[src/rtl/instruction_fetch_pkg.sv]
// Shared fetch-stage types and constants.
// NOP_INSTR_C is also used by decode to build pipeline bubbles.
package instruction_fetch_pkg;

  typedef enum logic [2:0] {
    IDLE  = 3'd0,
    REQ   = 3'd1,
    HOLD  = 3'd2,
    DRAIN = 3'd3,
    FAULT = 3'd4
  } fetch_state_e;

  localparam logic [31:0] NOP_INSTR_C = 32'h0000_0013;

  function automatic logic pc_aligned(input logic [31:0] pc);
    return pc[1:0] == 2'b00;
  endfunction

endpackage

[src/rtl/instruction_fetch.sv]
// Instruction fetch stage: one outstanding memory read,
// handshake to decode, flush and misaligned-PC fault handling.
module instruction_fetch
  import instruction_fetch_pkg::*;
#(
  parameter logic [31:0] NOP_INSTR = NOP_INSTR_C
) (
  input  logic        clock,
  input  logic        reset,
  input  logic [31:0] pc_in,
  output logic        pc_advance,
  input  logic        flush,
  output logic        mem_read,
  output logic [31:0] mem_addr,
  input  logic        mem_ack,
  input  logic [31:0] mem_rdata,
  output logic        instr_valid,
  input  logic        instr_ready,
  output logic [31:0] instr_out,
  output logic [31:0] instr_pc,
  output logic        misaligned
);

  fetch_state_e state_q;
  logic [31:0]  instr_q;
  logic [31:0]  ipc_q;
  logic         valid_q;
  logic         mis_q;
  logic         aligned;

  assign aligned = pc_aligned(pc_in);

  // Address is taken straight from the PC stage; it cannot
  // move while a request is pending since pc_advance is low.
  assign mem_read   = (state_q == REQ) && aligned;
  assign mem_addr   = mem_read ? pc_in : 32'd0;
  assign pc_advance = (state_q == HOLD) && instr_ready && !flush;

  assign instr_valid = valid_q;
  assign instr_out   = instr_q;
  assign instr_pc    = ipc_q;
  assign misaligned  = mis_q;

  always_ff @(posedge clock) begin
    if (reset) begin
      state_q <= IDLE;
      instr_q <= NOP_INSTR;
      ipc_q   <= 32'd0;
      valid_q <= 1'b0;
      mis_q   <= 1'b0;
    end else begin
      if (flush) begin
        instr_q <= NOP_INSTR;
      end
      unique case (state_q)
        IDLE: begin
          state_q <= REQ;
        end
        REQ: begin
          if (!aligned) begin
            if (!flush) begin
              state_q <= FAULT;
              mis_q   <= 1'b1;
            end
          end else if (flush) begin
            // Without the ack the read is still in flight.
            state_q <= mem_ack ? REQ : DRAIN;
          end else if (mem_ack) begin
            instr_q <= mem_rdata;
            ipc_q   <= pc_in;
            valid_q <= 1'b1;
            state_q <= HOLD;
          end
        end
        HOLD: begin
          if (flush || instr_ready) begin
            valid_q <= 1'b0;
            state_q <= REQ;
          end
        end
        DRAIN: begin
          if (mem_ack) begin
            state_q <= REQ;
          end
        end
        FAULT: begin
          if (flush) begin
            mis_q   <= 1'b0;
            state_q <= REQ;
          end
        end
        default: begin
          state_q <= IDLE;
          valid_q <= 1'b0;
        end
      endcase
    end
  end

endmodule

[config.mk]
export PLATFORM = sky130hd
export DESIGN_NAME = instruction_fetch
export DESIGN_NICKNAME = d
export VERILOG_FILES = /design/src/rtl/instruction_fetch_pkg.sv /design/src/rtl/instruction_fetch.sv
export SDC_FILE = /design/constraint.sdc
export NUM_CORES = 1
export LEC_CHECK = 0
export CAP_MARGIN = 10
export CORE_ASPECT_RATIO = 1.1
export CORE_UTILIZATION = 27
export CTS_BUF_LIST = sky130_fd_sc_hd__clkbuf_16
export DETAILED_ROUTE_END_ITERATION = 8
export GPL_TIMING_DRIVEN = 1
export SYNTH_ARGS = -nofsm -noshare
export SYNTH_HDL_FRONTEND = slang
export SYNTH_SLANG_ARGS = --single-unit
export TNS_END_PERCENT = 10
[constraint.sdc]
create_clock -name clock -period 6.2 [get_ports clock]
set_clock_uncertainty 0.1 [all_clocks]
set_input_delay 1.55 -clock clock [delete_from_list [all_inputs] [get_ports clock]]
set_output_delay 1.55 -clock clock [all_outputs]
set_load 0.05 [all_outputs]
# After elaboration in Yosys (flattened, before gate mapping)
# Cells that the tools add are included.
op_classes:
  eq_ne: 13
  n_mux: 24
  n_bitwise: 2
  n_reduce_logical: 13
ops:
  columns: ["operator", "count"]
  rows:
  - ["32-bit 2-to-1 mux", 6]
  - ["3-bit 2-to-1 mux", 7]
  - ["3-bit case mux with 5 select lines", 1]
  - ["2-bit != test, second input constant", 6]
  - ["5-bit AND reduction", 2]
  - ["4-bit AND reduction", 2]
  - ["1-bit 2-to-1 mux", 7]
  - ["3-bit by 2-bit equality test with 1-bit output, second input constant", 2]
  - ["4-bit != test, second input constant", 1]
  - ["3-bit by 1-bit equality test with 1-bit output, second input constant", 1]
  - ["3-bit equality test, second input constant", 1]
  - ["1-bit logical AND", 3]
  - ["3-bit zero test", 1]
  - ["3-bit != test, second input constant", 1]
  - ["1-bit case mux with 3 select lines", 1]
  - ["3-bit OR reduction", 1]
  - ["2-bit zero test", 1]
  - ["2-bit 2-to-1 mux", 1]
  - ["2-bit by 1-bit != test with 1-bit output, second input constant", 1]
  - ["1-bit inverter", 2]
  - ["1-bit case mux with 2 select lines", 1]
  - ["2-bit nonzero test", 1]
  - ["1-bit zero test", 1]
  - ["1-bit logical OR", 1]
word_totals:
  register_bits: 69
  in_bits: 69
  output_inout_bits: 100
  wordCells: 57

# Depth between registers and ports, before layout
# Gate-level depths: netlist (run 1).
depth:
  ltp_word: 5
  mapped_depth: 6
  depth_no_buf: 3

# Worst setup path before layout (run 1)
# No wires, ideal clock.
synth_path:
  path_kind: "input-to-output"
  start: "input port flush"
  end: "output port pc_advance"
  arrival_time_ns: 3.341
  t_required_ns: 4.550
  slack_ns: 1.209
  stages: 2
  path_buffers: 1
  cell_sequence: "buf_2 -> nor4b_1"
synth_between:
  elab_chain_len: 2
synth_rtl:
  columns: ["element", "line", "text"]
  rows:
  - ["start, declared", "instruction_fetch.sv:12", "input logic flush,"]
  - ["1-bit zero test", null, null]
  - ["1-bit logical AND", "instruction_fetch.sv:37", "assign pc_advance = (state_q == HOLD) && instr_ready && !flush;"]
  - ["end, declared", "instruction_fetch.sv:11", "output logic pc_advance,"]
# Every way passes these cells.

# Worst setup path in the final report (run 1)
layout_path:
  start: "input port pc_in[0]"
  end: "output port mem_addr[9]"
layout_between:
  elab_chain_len: 3
layout_rtl:
  columns: ["element", "line", "text"]
  rows:
  - ["start, declared", "instruction_fetch.sv:10", "input logic [31:0] pc_in,"]
  - ["2-bit zero test", "instruction_fetch_pkg.sv:16", "return pc[1:0] == 2'b00;"]
  - ["1-bit logical AND", "instruction_fetch.sv:35", "assign mem_read = (state_q == REQ) && aligned;"]
  - ["32-bit 2-to-1 mux", "instruction_fetch.sv:36", "assign mem_addr = mem_read ? pc_in : 32'd0;"]
  - ["end, declared", "instruction_fetch.sv:14", "output logic [31:0] mem_addr,"]
# Every way passes these cells.

==> results of run 1 <==
[power by group through the flow]
stage | logic [mW] | clock network (mW) | registers [mW]
floorplan | 0.0834 | 0 | 0.477
CTS | 0.181 | 0.556 | 0.454
global route | 0.191 | 0.578 | 0.455
detailed placement | 0.181 | 0 | 0.464
global placement | 0.179 | 0 | 0.464
finish | 0.180 | 0.539 | 0.454
[stage by stage]
stage | instances | cell area (sq um)
6_report | 663 | 5290
5_1_grt | 663 | 5290
2_1_floorplan | 371 | 3200
3_3_place_gp | 647 | 4980
4_1_cts | 663 | 5290
3_5_place_dp | 647 | 4980
[flip-flops by register name (all words and copies together), names as in the netlist]
| name | count |
|---|---|
| instr_out | 32 |
| state_q | 3 |
| instr_valid | 1 |
| instr_pc | 32 |
| misaligned | 1 |
[layer usage]
layer  wire length, um  vias to the layer above  part of all wire  GRT usage
li1                  -                     1604                 -          -
met1              4490                     1528              0.45      0.198
met2              4740                      120              0.47      0.281
met3               637                       10             0.064     0.0368
met4               161                        0             0.016     0.0694
met5                 0                        -                 0          0
[final cells by class]
type	instances	area, sq um
clock buffer	9	225
multi-input combinational	225	1480
clock inverter	7	90.1
fill	1132	6200
inverter	32	120
tap	150	188
sequential	69	1380
timing repair buffer	171	1810
[critical path, stage by stage]
cell,delay (ns)
clkdlybuf4s50_1,0.50
or3_4,0.56
nor3b_4,0.22
buf_4,0.29
and2_1,0.18
buf_4,0.19
[cell families (layout without fill, tap and decap cells)]
| group | count (synthesis) | after routing | share of synthesized area |
|---|---|---|---|
| xor gates and xnor gates | 1 | 1 | 0.00274 |
| and+or+nand+nor | 89 | 89 | 0.171 |
| buffers and inverters | 77 | 219 | 0.108 |
| AOI/OAI and AO/OA | 133 | 133 | 0.285 |
| other | 1 | 2 | 0.00117 |
| DFF | 69 | 69 | 0.432 |
[worst max path at each step]
stage                         from           end  slack [ns]  cells past startpoint
after floorplan              flush    pc_advance        1.21                      2
after global placement    pc_in[0]  mem_addr[13]        1.09                      6
after detailed placement  pc_in[0]   mem_addr[4]        1.03                      6
after CTS                 pc_in[0]   mem_addr[4]        1.03                      6
after global routing      pc_in[0]  mem_addr[12]        0.93                      6
final                     pc_in[0]   mem_addr[9]        1.05                      6
[cells in the mapped netlist]
cell type	instances	area [sq um]
dfxtp_1	69	1380
nand3_1	36	180
o21ai_0	36	180
inv_1	31	116
a21oi_1	30	150
a311oi_1	30	263
a31o_1	30	263
and2_1	30	188
clkbuf_1	25	93.8
buf_2	14	70.1
buf_6	4	45.0
nor2_1	4	15.0
and3_1	3	18.8
a221oi_1	2	17.5
buf_4	2	15.0
nand2b_1	2	12.5
nor3b_4	2	37.5
o31ai_1	2	15.0
or2b_1	2	15.0
a211oi_1	1	7.51
a21o_1	1	7.51
a32o_1	1	10.0
and2b_1	1	7.51
and3b_1	1	8.76
clkinv_1	1	3.75
conb_1	1	3.75
nand2_1	1	3.75
nand3b_1	1	7.51
nor3_1	1	5.00
nor3_4	1	16.3
nor4b_1	1	8.76
or2_2	1	6.26
or3_1	1	6.26
or3_4	1	11.3
xor2_1	1	8.76
[cells in the final DEF, fill, tap and decap left out, drive strengths merged]
cell type | Yosys | routed
and2 | 30 | 30
a221oi | 2 | 2
bufinv | 0 | 2
or2b | 2 | 2
dfxtp | 69 | 69
conb | 1 | 2
clkinvlp | 0 | 1
or2 | 1 | 1
or3 | 2 | 2
and2b | 1 | 1
nor3 | 2 | 2
xor2 | 1 | 1
nand2b | 2 | 2
nand3 | 36 | 36
and3b | 1 | 1
a31o | 30 | 30
a21o | 1 | 1
a32o | 1 | 1
nor2 | 4 | 4
clkinv | 1 | 5
a21oi | 30 | 30
and3 | 3 | 3
o21ai | 36 | 36
buf | 20 | 36
nand2 | 1 | 1
a311oi | 30 | 30
nand3b | 1 | 1
a211oi | 1 | 1
nor3b | 2 | 2
inv | 31 | 31
clkbuf | 25 | 9
clkdlybuf4s50 | 0 | 135
o31ai | 2 | 2
nor4b | 1 | 1
==> results by group, run 1 <==
Outcome
  • Outcome: finished, final reports clean

Timing
  • TNS Setup: 0 ns
  • Slew @ Worst Pin: 1.20 ns
  • Fin crit period: 5.15 ns
  • Slew HR: 0.202
  • RSZ-0062 raised after global routing: false
  • Setup violators final: 0
  • Achievable Freq: 194 MHz
  • Final Cycle Share: 0.831
  • Slew Limit Fails: 0
  • Worst Hold Margin: 0.377 ns
  • Final hold violations: 0
  • PnR worst setup slack: 1.05 ns

Power and ir drop
  • Sw Ratio: 0.255
  • Total power after layout: 1.17 mW
  • Cell Pwr Density: 222 nW/um^2
  • Combinational cell fraction of total power: 0.153
  • Seq pwr share: 0.387
  • Worst vdd ir: 0.000152 V
  • Static leakage: 1.81 nW
  • Internal Dissipation: 874 uW
  • Net switching power: 299 uW
  • Clock Power Share: 0.460

Floorplan
  • Die ar.: 12300 sq um
  • Num rows: 41
  • Core ar.: 11500 sq um
  • I/O pins: 169
  • Die height: 116 um
  • Chip width: 106 um
  • Starting Density: 0.278

Drt
  • Routed WL: 10000 um
  • Residual DRC: 0
  • Via count: 3262
  • DRT iter0 DRCs: 127
  • Post-route ant nets: 0
  • Mean routed wirelength per cell: 15.1 um
  • First-pass DRT Iterations: 4
  • Via/cell ratio: 4.92

Setup path
  • Crit path launch type: input pin
  • R2r endpoint: instr_pc[11]$_SDFFE_PP0P_
  • R2R setup slack: 4.01 ns
  • Critical path required time: 4.55 ns
  • Critical Path AT: 3.50 ns
  • Crit end category: output port
  • Worst-path maximum fanout: 33
  • R2R Path Start: state_q[0]$_SDFFE_PP0P_
  • Crit Path Category: in -> out
  • Worst Reg2Reg Path Length in Cells: 3

CTS
  • Number of setup buffers added after CTS: 0
  • Clock slew at reported path FFs: 0.06 ns
  • Clock Sinks: 69
  • Post_cts resized: 0
  • H-tree levels: 3
  • Clock root cell: clkbuf_16
  • Worst-Skew Late Latency: 0.32 ns
  • # hold bufs at CTS: 0
  • Clk buf depth: 2
  • CTS buffer count: 9
  • CTS tree: yes

Final layout
  • # nets final: 577
  • Ratio of cells with drive above 1 in the final layout: 0.109
  • Antenna diodes: 0
  • Final core occ: 0.460
  • P&R area growth vs syn: 65.4%

GRT
  • Total GRT Usage: 0.164
  • Initial antenna violation count: 0
  • First-pass GRT wire length: 15900 um
  • Vias in the first global route: 3170
  • Overflow after GRT: 0
  • Largest net degree at the start of global routing: 64

Placed design
  • Routability cong.: 0.728
  • Place WS: 1.03 ns
  • Final HPWL DP: 6710 um
  • Number of port buffers: 166

Hold path
  • Min-delay src: instr_out[15]$_SDFF_PP0_
  • Min-Delay Path Depth: 2
  • Min-Delay Endpoint: instr_out[15]$_SDFF_PP0_
  • Hold crit path type: reg -> reg

Job
  • Max_cap viols: 0

Yosys
  • Yosys cell types: 35
  • Flops & latches, synth: 69
  • Register area share after synthesis: 0.432
  • Synth warn: 0
  • Cell count after synthesis: 370
  • Average instance area after synthesis: 8.65 sq um
  • Mapped cell area: 3200 sq um
Note: power is estimated with default switching activity, not from simulation.
==> inputs of run 2 (changes only) <==
clock period = 4.2 ns   (was 6.2 ns; I/O delays follow)
==> results by group, run 2 (same netlist as run 1, synthesis figures left out) <==
GRT
  • GR Util met1: 0.203 (was 0.198)
  • Grt met2 use: 0.292 (was 0.281)
  • Top Usage Layer GRT: met2 (unchanged)
  • Largest net degree at the start of global routing: 37 (was 64)
  • First-pass GRT wire length: 16600 um (was 15900 um)
  • Total GRT Usage: 0.170 (was 0.164)
  • Met3 Use GR: 0.0519 (was 0.0368)
  • Initial antenna violation count: 0 (unchanged)
  • Vias in the first global route: 3222 (was 3170)
  • Overflow after GRT: 0 (unchanged)

Final layout
  • Antenna diodes: 0 (unchanged)
  • Commonest cells after routing, fill and taps aside: 134 x clkdlybuf4s50_1, 69 x dfxtp_1, 36 x nand3_1, 36 x o21ai_0, 34 x inv_1 (was 135 x clkdlybuf4s50_1, 69 x dfxtp_1, 36 x nand3_1, 36 x o21ai_0, 31 x inv_1)
  • Ratio of cells with drive above 1 in the final layout: 0.117 (was 0.109)
  • Final non-filler cell total: 670 (was 663)
  • Fillcell total: 1127 (was 1132)
  • Final core occ: 0.479 (was 0.460)
  • P&R area growth vs syn: 72.2% (was 65.4%)
  • Commonest non-fill, non-tap cell in the layout: clkdlybuf4s50_1 (unchanged)
  • # nets final: 585 (was 577)
  • Post-layout instance area: 5510 sq um (was 5290 sq um)

CTS
  • Clock root cell: clkbuf_16 (unchanged)
  • H-tree levels: 3 (unchanged)
  • # hold bufs at CTS: 0 (unchanged)
  • Clock Sinks: 69 (unchanged)
  • CTS tree: yes (unchanged)
  • Worst-Skew Late Latency: 0.32 ns (about the same)
  • Clk buf depth: 2 (unchanged)
  • Clock slew at reported path FFs: 0.05 ns (was 0.06 ns)
  • CTS buffer count: 9 (unchanged)
  • Post_cts resized: 0 (unchanged)
  • Number of setup buffers added after CTS: 0 (unchanged)

Power and ir drop
  • Total power after layout: 1.60 mW (was 1.17 mW)
  • Seq pwr share: 0.420 (was 0.387)
  • Internal Dissipation: 1.18 mW (was 874 uW)
  • Net switching power: 424 uW (was 299 uW)
  • Cell Pwr Density: 290 nW/um^2 (was 222 nW/um^2)
  • Sw Ratio: 0.265 (was 0.255)
  • Static leakage: 1.89 nW (was 1.81 nW)
  • Combinational cell fraction of total power: 0.178 (was 0.153)
  • Worst vdd ir: 0.000153 V (was 0.000152 V)
  • Clock Power Share: 0.402 (was 0.460)

Floorplan
  • Die ar.: 12300 sq um (unchanged)
  • Chip width: 106 um (unchanged)
  • I/O pins: 169 (unchanged)
  • Core ar.: 11500 sq um (unchanged)
  • Num rows: 41 (unchanged)
  • Die height: 116 um (unchanged)
  • Starting Density: 0.278 (unchanged)

Setup path
  • Crit Path Category: in -> out (unchanged)
  • Critical path required time: 3.05 ns (was 4.55 ns)
  • Crit path launch type: input pin (unchanged)
  • Critical Path AT: 2.79 ns (was 3.50 ns)
  • Crit end category: output port (unchanged)
  • Worst-path maximum fanout: 19 (was 33)

Timing
  • RSZ-0062 raised after global routing: false (unchanged)
  • Slew Limit Fails: 0 (unchanged)
  • Achievable Freq: 254 MHz
  • TNS Setup: 0 ns (unchanged)
  • Slew HR: 0.332 (was 0.202)
  • Slew @ Worst Pin: 0.996 ns (was 1.20 ns)
  • Final Cycle Share: 0.938
  • Final hold violations: 0 (unchanged)
  • Setup violators final: 0 (unchanged)
  • Fin crit period: 3.94 ns

Job
  • Max_cap viols: 0 (unchanged)

Drt
  • Residual DRC: 0 (unchanged)
  • Routed WL: 10500 um (was 10000 um)
  • Post-route ant nets: 0 (unchanged)
  • Mean routed wirelength per cell: 15.6 um (was 15.1 um)
  • Via/cell ratio: 4.98 (was 4.92)
  • DRT iter0 DRCs: 130 (was 127)
  • First-pass DRT Iterations: 4 (unchanged)
  • Via count: 3335 (was 3262)

Placed design
  • Number of port buffers: 166 (unchanged)
  • Placement Cell Area: 5260 sq um (was 4980 sq um)
  • Routability cong.: 0.749 (was 0.728)
  • Placed Cells incl. Taps: 655 (was 647)
  • Final HPWL DP: 7400 um (was 6710 um)

Hold path
  • Hold crit path type: reg -> reg (unchanged)

Outcome
  • Outcome: finished, final reports clean (unchanged)
[run 2: metrics by stage]
step / worst slack, ns / hold slack (ns)
final: 0.260 / 0.373
after floorplan: 0.209 / 0.446
after detailed placement: 0.246 / 0.366
after global placement: 0.262 / 0.360
after CTS: 0.246 / 0.374
after global routing: 0.155 / 0.395
[run 2: cell type report]
type,instances,area [sq um],share of cell area
Timing Repair Buffer,179,2090,0.380
Multi-Input combinational cell,225,1480,0.268
Sequential cell,69,1380,0.251
Clock buffer,9,225,0.0409
Tap cell,150,188,0.0341
Inverter,32,120,0.0218
Clock inverter,6,25.0,0.00454
[run 2: power groups by stage]
stage | clock network (mW) | logic (mW) | registers (mW)
after floorplan | 0 | 0.123 | 0.704
after global placement | 0 | 0.284 | 0.684
after detailed placement | 0 | 0.286 | 0.685
after CTS | 0.665 | 0.287 | 0.671
after global routing | 0.695 | 0.302 | 0.672
final | 0.643 | 0.285 | 0.671
[run 2: per-layer routing]
layer,wire length [um],part of all wire
met2,5110,0.49
met1,4540,0.43
met4,114,0.011
met5,0,0
met3,693,0.066
[run 2: worst paths after layout]
check | slack (ns) | cells past startpoint | end | start
max reg2reg | 2.30 | 4 | instr_pc[8]$_SDFFE_PP0P_ | state_q[0]$_SDFFE_PP0P_
min | 0.37 | 2 | instr_out[29]$_SDFF_PP0_ | instr_out[29]$_SDFF_PP0_
max | 0.26 | 6 | mem_addr[9] | pc_in[0]
min reg2reg | 0.37 | 2 | instr_out[29]$_SDFF_PP0_ | instr_out[29]$_SDFF_PP0_
[run 2: critical path, stage by stage]
cell	delay (ns)
clkdlybuf4s50_1	0.50
or3_4	0.42
nor3b_4	0.24
buf_4	0.23
and2_1	0.20
buf_12	0.15
==> inputs of run 3 (changes only) <==
CORE_UTILIZATION = 40   (was 27)
PLACE_DENSITY = 0.81   (was unset)
SLEW_MARGIN = 40   (was unset)
clock period = 3.9 ns   (was 4.2 ns; I/O delays follow)
==> results by group, run 3 (same netlist as run 1, synthesis figures left out) <==
Final layout
  • Commonest non-fill, non-tap cell in the layout: clkdlybuf4s50_1 (unchanged)
  • FF+latch area: 1380 sq um (unchanged)
  • Post-layout instance area: 5550 sq um (was 5510 sq um)
  • Antenna diodes: 0 (unchanged)
  • Ratio of cells with drive above 1 in the final layout: 0.130 (was 0.117)
  • Area of the multi-input gates: 1480 sq um (unchanged)
  • P&R area growth vs syn: 73.3% (was 72.2%)
  • Commonest cells after routing, fill and taps aside: 134 x clkdlybuf4s50_1, 69 x dfxtp_1, 36 x nand3_1, 36 x o21ai_0, 34 x buf_12 (was 134 x clkdlybuf4s50_1, 69 x dfxtp_1, 36 x nand3_1, 36 x o21ai_0, 34 x inv_1)
  • Fillcell total: 587 (was 1127)
  • # nets final: 587 (was 585)

Setup path
  • Crit path launch type: input pin (unchanged)
  • R2R setup slack: 1.79 ns (was 2.30 ns)
  • Critical Path AT: 2.59 ns (was 2.79 ns)
  • Worst-path maximum fanout: 32 (was 19)
  • R2R Path Start: state_q[0]$_SDFFE_PP0P_ (unchanged)
  • Crit end category: output port (unchanged)
  • Critical path required time: 2.82 ns (was 3.05 ns)
  • Crit Path Category: in -> out (unchanged)
  • Worst Reg2Reg Path Length in Cells: 4 (unchanged)
  • R2r endpoint: instr_pc[15]$_SDFFE_PP0P_ (was instr_pc[8]$_SDFFE_PP0P_)

GRT
  • Largest net degree at the start of global routing: 38 (was 37)
  • Vias in the first global route: 3285 (was 3222)
  • Initial antenna violation count: 0 (unchanged)
  • First-pass GRT wire length: 16100 um (was 16600 um)
  • Overflow after GRT: 0 (unchanged)
  • Total GRT Usage: 0.245 (was 0.170)

Placed design
  • Placement Cell Area: 5230 sq um (was 5260 sq um)
  • Routability cong.: 0.775 (was 0.749)
  • Final HPWL DP: 7110 um (was 7400 um)
  • Number of port buffers: 166 (unchanged)

Power and ir drop
  • Worst vdd ir: 0.000332 V (was 0.000153 V)
  • Combinational cell fraction of total power: 0.165 (was 0.178)
  • Cell Pwr Density: 341 nW/um^2 (was 290 nW/um^2)
  • Total power after layout: 1.89 mW (was 1.60 mW)
  • Clock Power Share: 0.453 (was 0.402)
  • Static leakage: 1.91 nW (was 1.89 nW)
  • Internal Dissipation: 1.41 mW (was 1.18 mW)
  • Seq pwr share: 0.383 (was 0.420)
  • Net switching power: 478 uW (was 424 uW)
  • Sw Ratio: 0.253 (was 0.265)

CTS
  • Clock slew at reported path FFs: 0.05 ns (about the same)
  • Clock root cell: clkbuf_16 (unchanged)
  • CTS buffer count: 9 (unchanged)
  • H-tree levels: 3 (unchanged)
  • Number of setup buffers added after CTS: 0 (unchanged)
  • CTS tree: yes (unchanged)
  • Clock Sinks: 69 (unchanged)
  • Clk buf depth: 2 (unchanged)
  • Worst-Skew Late Latency: 0.32 ns (about the same)
  • Post_cts resized: 0 (unchanged)
  • # hold bufs at CTS: 0 (unchanged)

Timing
  • Setup violators final: 0 (unchanged)
  • Final hold violations: 0 (unchanged)
  • Slew HR: 0.591 (was 0.332)
  • RSZ-0062 raised after global routing: false (unchanged)
  • Final Cycle Share: 0.939
  • Slew Limit Fails: 0 (unchanged)
  • Slew @ Worst Pin: 0.613 ns (was 0.996 ns)
  • Fin crit period: 3.66 ns
  • Achievable Freq: 273 MHz
  • TNS Setup: 0 ns (unchanged)
  • Worst Hold Margin: 0.373 ns (about the same)

Floorplan
  • Num rows: 33 (was 41)
  • Die ar.: 8360 sq um (was 12300 sq um)
  • Die height: 95.8 um (was 116 um)
  • Chip width: 87.3 um (was 106 um)
  • I/O pins: 169 (unchanged)
  • Core ar.: 7600 sq um (was 11500 sq um)
  • Starting Density: 0.421 (was 0.278)

Job
  • Max_cap viols: 0 (unchanged)

Drt
  • Via count: 3422 (was 3335)
  • Residual DRC: 0 (unchanged)
  • Post-route ant nets: 0 (unchanged)
  • First-pass DRT Iterations: 5 (was 4)
  • Via/cell ratio: 5.45 (was 4.98)
  • Routed WL: 10100 um (was 10500 um)
  • Mean routed wirelength per cell: 16.1 um (was 15.6 um)
  • DRT iter0 DRCs: 132 (was 130)

Hold path
  • Min-Delay Endpoint: instr_out[25]$_SDFF_PP0_ (was instr_out[29]$_SDFF_PP0_)
  • Min-delay src: instr_out[25]$_SDFF_PP0_ (was instr_out[29]$_SDFF_PP0_)
  • Hold crit path type: reg -> reg (unchanged)
  • Min-Delay Path Depth: 2 (unchanged)

Outcome
  • Outcome: finished, final reports clean (unchanged)
==> run 3: cell types whose count changed in the layout (fill, tap and decap cells not counted), sizes merged <==
| cell | delta |
|---|---|
| buf | +2 |
| clkinvlp | +2 |
| bufinv | +2 |
| inv | -3 |
==> run 3: routing by layer <==
metal | wire length, um | track usage
met5 | 0 | 0
met1 | 4020 | 0.287
met4 | 198 | 0.0820
met2 | 5040 | 0.424
met3 | 851 | 0.0772
==> run 3: layout make-up <==
cell class                 instances  area share
timing repair buffer             181       0.382
multi-input combinational        225       0.266
sequential                        69       0.249
clock buffer                       9      0.0406
tap                              105      0.0237
inverter                          32      0.0217
clock inverter                     7      0.0162
==> run 3: critical path, stage by stage <==
cell,delay (ns)
clkdlybuf4s50_1,0.43
or3_4,0.39
nor3b_4,0.24
buf_12,0.19
and2_1,0.20
buf_12,0.15
==> run 3: worst max-delay path by stage <==
stage	from	endpoint	cells past startpoint
5_1_grt	pc_in[0]	mem_addr[24]	6
4_1_cts	pc_in[0]	mem_addr[4]	6
3_5_place_dp	pc_in[0]	mem_addr[6]	6
6_report	pc_in[0]	mem_addr[4]	6
2_1_floorplan	flush	pc_advance	2
3_3_place_gp	pc_in[0]	mem_addr[14]	6
==> run 3: through the flow <==
stage	setup WS [ns]	utilization	cells
after floorplan	0.0585	-	371
after global placement	0.284	0.688	612
after detailed placement	0.221	0.688	612
after CTS	0.219	0.730	628
after global routing	0.133	0.730	628
final	0.237	0.730	628
==> run 3: power groups by stage <==
stage	logic, mW	clock network, mW	registers, mW
after floorplan	0.133	0	0.758
after global placement	0.306	0	0.737
after detailed placement	0.310	0	0.738
after CTS	0.311	0.870	0.723
after global routing	0.330	0.901	0.724
final	0.311	0.855	0.723
